`config.mk`:
```
export PLATFORM = sky130hd
export DESIGN_NAME = fir_complex_decim
export DESIGN_NICKNAME = d
export VERILOG_FILES = /design/src/rtl/fir_complex_decim.sv
export SDC_FILE = /design/constraint.sdc
export NUM_CORES = 2
export LEC_CHECK = 0
export CAP_MARGIN = 15
export CELL_PAD_IN_SITES_DETAIL_PLACEMENT = 1
export CELL_PAD_IN_SITES_GLOBAL_PLACEMENT = 1
export CORE_ASPECT_RATIO = 0.8
export CORE_MARGIN = 2
export CORE_UTILIZATION = 35
export DETAILED_ROUTE_END_ITERATION = 7
export PLACE_DENSITY = 0.64
export SLEW_MARGIN = 20
export SYNTH_ARGS = -nofsm -noshare
export SYNTH_HDL_FRONTEND = slang
export SYNTH_SLANG_ARGS = --single-unit
```
`constraint.sdc`:
```
create_clock -name clock -period 38.8 [get_ports clock]
set_input_delay 3.88 -clock clock [delete_from_list [all_inputs] [get_ports clock]]
set_output_delay 3.88 -clock clock [all_outputs]
set_load 0.02 [all_outputs]
```
`src/rtl/fir_complex_decim.sv`:
```
// Time-multiplexed complex FIR with integer decimation: one complex MAC per cycle,
// reading paired I/Q samples from show-ahead FIFOs and writing paired real/imag results.
module fir_complex_decim #(
    parameter int DATA_WIDTH  = 32,
    parameter int COEFF_WIDTH = 32,
    parameter int NUM_TAPS    = 20,
    parameter int DECIMATION  = 1,
    parameter int FRAC_BITS   = 10,
    parameter logic signed [NUM_TAPS-1:0][COEFF_WIDTH-1:0] COEFF_REAL =
        {{(NUM_TAPS*COEFF_WIDTH-1){1'b0}}, 1'b1} << FRAC_BITS,
    parameter logic signed [NUM_TAPS-1:0][COEFF_WIDTH-1:0] COEFF_IMAG = '0
) (
    input  logic                  clock,
    input  logic                  reset,
    input  logic [DATA_WIDTH-1:0] i_in,
    input  logic                  i_empty,
    output logic                  i_rd_en,
    input  logic [DATA_WIDTH-1:0] q_in,
    input  logic                  q_empty,
    output logic                  q_rd_en,
    output logic [DATA_WIDTH-1:0] real_out,
    output logic                  real_wr_en,
    input  logic                  real_full,
    output logic [DATA_WIDTH-1:0] imag_out,
    output logic                  imag_wr_en,
    input  logic                  imag_full
);

    localparam int PROD_WIDTH = DATA_WIDTH + COEFF_WIDTH + 1;
    localparam int TAP_W      = (NUM_TAPS > 1) ? $clog2(NUM_TAPS) : 1;
    localparam int DEC_W      = (DECIMATION > 1) ? $clog2(DECIMATION) : 1;
    localparam logic signed [PROD_WIDTH-1:0] TRUNC_BIAS =
        (PROD_WIDTH'(1) << FRAC_BITS) - PROD_WIDTH'(1);

    typedef enum logic [1:0] {S_READ, S_MAC, S_WRITE} state_t;

    state_t                        state;
    logic signed [DATA_WIDTH-1:0]  hist_r [NUM_TAPS];
    logic signed [DATA_WIDTH-1:0]  hist_i [NUM_TAPS];
    logic [DEC_W-1:0]              dec_cnt;
    logic [TAP_W-1:0]              tap_idx;
    logic signed [DATA_WIDTH-1:0]  acc_r;
    logic signed [DATA_WIDTH-1:0]  acc_i;

    logic signed [COEFF_WIDTH-1:0] hr;
    logic signed [COEFF_WIDTH-1:0] hi;
    logic signed [DATA_WIDTH-1:0]  xr;
    logic signed [DATA_WIDTH-1:0]  xi;
    logic signed [PROD_WIDTH-1:0]  prod_r;
    logic signed [PROD_WIDTH-1:0]  prod_i;
    logic signed [DATA_WIDTH-1:0]  sum_r;
    logic signed [DATA_WIDTH-1:0]  sum_i;
    logic                          rd_fire;
    logic                          wr_fire;

    // Divide by 2^FRAC_BITS rounding toward zero: bias negatives before the arithmetic shift.
    function automatic logic signed [DATA_WIDTH-1:0] dequant(input logic signed [PROD_WIDTH-1:0] p);
        logic signed [PROD_WIDTH-1:0] biased;
        biased = p[PROD_WIDTH-1] ? (p + TRUNC_BIAS) : p;
        return DATA_WIDTH'(biased >>> FRAC_BITS);
    endfunction

    assign rd_fire    = (state == S_READ) && !i_empty && !q_empty;
    assign wr_fire    = (state == S_WRITE) && !real_full && !imag_full;
    assign i_rd_en    = rd_fire;
    assign q_rd_en    = rd_fire;
    assign real_wr_en = wr_fire;
    assign imag_wr_en = wr_fire;

    always_comb begin
        hr     = $signed(COEFF_REAL[tap_idx]);
        hi     = $signed(COEFF_IMAG[tap_idx]);
        xr     = hist_r[tap_idx];
        xi     = hist_i[tap_idx];
        prod_r = PROD_WIDTH'(hr) * PROD_WIDTH'(xr) - PROD_WIDTH'(hi) * PROD_WIDTH'(xi);
        prod_i = PROD_WIDTH'(hr) * PROD_WIDTH'(xi) + PROD_WIDTH'(hi) * PROD_WIDTH'(xr);
        sum_r  = acc_r + dequant(prod_r);
        sum_i  = acc_i + dequant(prod_i);
    end

    // The output words are loaded with the final sums on the last MAC step so they are
    // already valid during the write cycle and simply held while the output FIFOs are full.
    always_ff @(posedge clock or posedge reset) begin
        if (reset) begin
            state    <= S_READ;
            dec_cnt  <= '0;
            tap_idx  <= '0;
            acc_r    <= '0;
            acc_i    <= '0;
            real_out <= '0;
            imag_out <= '0;
            for (int k = 0; k < NUM_TAPS; k++) begin
                hist_r[k] <= '0;
                hist_i[k] <= '0;
            end
        end else begin
            case (state)
                S_READ: begin
                    if (rd_fire) begin
                        hist_r[0] <= i_in;
                        hist_i[0] <= q_in;
                        for (int k = 1; k < NUM_TAPS; k++) begin
                            hist_r[k] <= hist_r[k-1];
                            hist_i[k] <= hist_i[k-1];
                        end
                        if (dec_cnt == DEC_W'(DECIMATION - 1)) begin
                            dec_cnt <= '0;
                            acc_r   <= '0;
                            acc_i   <= '0;
                            tap_idx <= '0;
                            state   <= S_MAC;
                        end else begin
                            dec_cnt <= dec_cnt + 1'b1;
                        end
                    end
                end
                S_MAC: begin
                    acc_r <= sum_r;
                    acc_i <= sum_i;
                    if (tap_idx == TAP_W'(NUM_TAPS - 1)) begin
                        real_out <= sum_r;
                        imag_out <= sum_i;
                        state    <= S_WRITE;
                    end else begin
                        tap_idx <= tap_idx + 1'b1;
                    end
                end
                S_WRITE: begin
                    if (wr_fire) begin
                        state <= S_READ;
                    end
                end
                default: state <= S_READ;
            endcase
        end
    end

endmodule

```
==> results_dict.tcl <==
set metrics [dict create \
    wirelength_mm 110.1 \
    grt_remaining_overflow 0 \
    grt_pass1_vias 32761 \
    crit_type "input pin to output pin" \
    r2r-start "tap_idx[0]$_DFFE_PP0P_" \
    final.fill_count 13537 \
    crit_chain "clkdlybuf4s50_1, or4_4, inv_8, clkdlybuf4s50_1" \
    vias_per_cell 4.946 \
    fmax_mhz 95.27 \
    slowest_delay_ns 0.80 \
    mostFrequentLayoutCells "2118 x nand2_1, 793 x dfrtp_1, 244 x ha_1, 180 x a21oi_1, 172 x o21ai_0" \
    rsz0062_at_grt "no" \
    finalSetupViolCount 0 \
    worst_hold_path.endpoint "hist_i[456]$_DFFE_PP0P_" \
    syn_to_final_growth_pct 14.13 \
    cts_resized 0 \
    cts_buffer_depth 3 \
    hold_path_depth 2 \
    vias 31385 \
    slowest_stage "or4_4" \
    async_reset_ff_share_pct 100.0 \
    track_usage_pct 18.48 \
    syn-num-nets 5088 \
    reg2reg_slack_ns 29.41 \
    nNetsFinal 5067 \
    postRouteAntennaNets 0 \
    holdWs_ns 0.4562 \
    grt_start_max_net_pins 195 \
    avgSynthCellArea_um2 8.640 \
    cp-end-kind "output pin" \
    min_period_ns 10.50 \
    critPathRequiredTime_ns 34.92 \
    clock_latency_ns 0.68 \
    grt-busiest-layer "met2" \
    firstDrtPassIters 5 \
    post-place-ws_ns 28.33 \
    status "completed" \
    r2r_cells 32 \
    met1_usage_pct 27.51 \
    fin_util_pct 40.22 \
    cp.arrival_ns 6.62 \
    cts_tree "done" \
    synth_top_cell_by_area "dfrtp_1" \
    ctsHoldBuffers 0 \
    cp_common_cell "clkdlybuf4s50_1" \
    ctsRootBufferMaster "clkbuf_16" \
    seq_area_frac_synth_pct 48.43 \
    drc 0 \
    reg2reg_to "real_out[31]$_DFFE_PP0P_" \
    drive_above_1_share_pct 5.722 \
    period_share_pct 27.05 \
    fin_setup_tns_ns 0 \
    cts_buffers 90 \
    grt_pass1_wl_mm 180.3 \
    drv_slew 0 \
    hold_viol 0 \
    relSlewSlack_pct 13.73 \
    worstMarginPinSlew_ns 1.286 \
    dieWidth_um 387.0 \
    die-height_um 310.4 \
    layout_commonest_cell "nand2_1" \
    die_area_um2 120200 \
    met3_usage_pct 3.041 \
    cts.clk_slew.worst_paths_ns 0.06 \
    rows 112 \
    met2_usage_pct 28.38 \
    worst_clock_skew_ns 0.03097 \
    crit_fanout 121 \
    place_congestion 0.8127 \
    dp_hpwl_mm 71.55 \
    first_iter_violations 1869 \
    initial_core_util_pct 35.24 \
    io_buffers 137 \
    cts_setup_buffers 0 \
    wl_per_cell_um 17.35 \
    synthTopCellsByArea "dfrtp_1 48%, nand2_1 19%, ha_1 7.4%" \
    netlist.area_leader.share_pct 48.43 \
    cap_violations 0 \
    syn-cell-area_um2 41080 \
    hold_path_startpoint "hist_i[488]$_DFFE_PP0P_" \
    synth_edf_count 0 \
    postSynthCellCount 4755 \
    fin_ws_ns 28.30 \
    start_kind "input pin" \
    h-tree-depth 3 \
    ys.flop_type "dfrtp_1" \
    cts.sinks 795 \
    core_area_um2 116600 \
    ys_warn_count 0 \
    antenna_found_initial 5 \
    hold_path_class "register to register" \
    ys_ff_latch 795 \
    boundaryPins 138 \
    synth_cell_type_count 72 \
]
-- cells by family after synthesis --
family	count (synthesis)	share of synthesized area [%]
buffers and inverters	444	4.203
DFF	795	48.43
muxes	122	4.218
and+or+nand+nor	2390	22.88
adders and majority gates	263	8.357
AOI/OAI and AO/OA	625	9.438
xor gates and xnor gates	116	2.473
-- synthesized netlist by cell type, drive strengths merged (61+ instances only) --
cell,count
nand2,2118
dfrtp,795
clkbuf,263
ha,244
a21oi,180
o21ai,180
inv,143
a211oi,100
nand3,80
mux2i,76
nor2,70
xnor2,66
a21o,61
-- through the flow --
step                      instances  cell area, µm²
after global placement         6181           43690
final                          6346           46890
after global routing           6345           46890
after detailed placement       6181           43690
after floorplan                4755           41080
after CTS                      6345           46880
-- critical path: cells and delay by family --
| kind | cells | cell delay [ns] |
|---|---|---|
| simple gates | 1 | 0.80 |
| buf+inv | 3 | 1.79 |
-- state kept, by name (all words and copies together) (netlist names) --
signal	cells
hist_r	384
hist_i	276
acc_i	32
acc_r	32
imag_out	32
real_out	32
tap_idx	5
state	2
-- cell type report --
| class | count | area [µm²] | area share (%) |
|---|---|---|---|
| flip-flops and latches | 795 | 19900 | 42.44 |
| multi-input cells | 3516 | 19520 | 41.64 |
| diodes | 1 | 2.502 | 0.005337 |
| clock inverters | 34 | 486.7 | 1.038 |
| repair buffers | 188 | 1792 | 3.821 |
| clock buffers | 130 | 2705 | 5.769 |
| inverters | 143 | 551.8 | 1.177 |
| well taps | 1539 | 1926 | 4.107 |
-- worst max path at each step --
stage	start	to	slack, ns	cells after the start
5_1_grt	i_empty	i_rd_en	28.22	4
3_3_place_gp	i_empty	i_rd_en	28.33	4
2_1_floorplan	reset	acc_i[0]$_DFFE_PP0P_	12.60	1
3_5_place_dp	i_empty	i_rd_en	28.33	4
4_1_cts	i_empty	i_rd_en	28.32	4
6_report	i_empty	i_rd_en	28.30	4
-- per-layer routing --
| layer | share of wire, % | vias to the layer above |
|---|---|---|
| met5 | 0 | - |
| li1 | - | 15418 |
| met2 | 42 | 308 |
| met1 | 53 | 15559 |
| met3 | 3.3 | 100 |
| met4 | 1.5 | 0 |
Power is left out: the tool's default activity adds up to more than one toggle a clock period on the data nets, which glitch-free logic cannot reach.
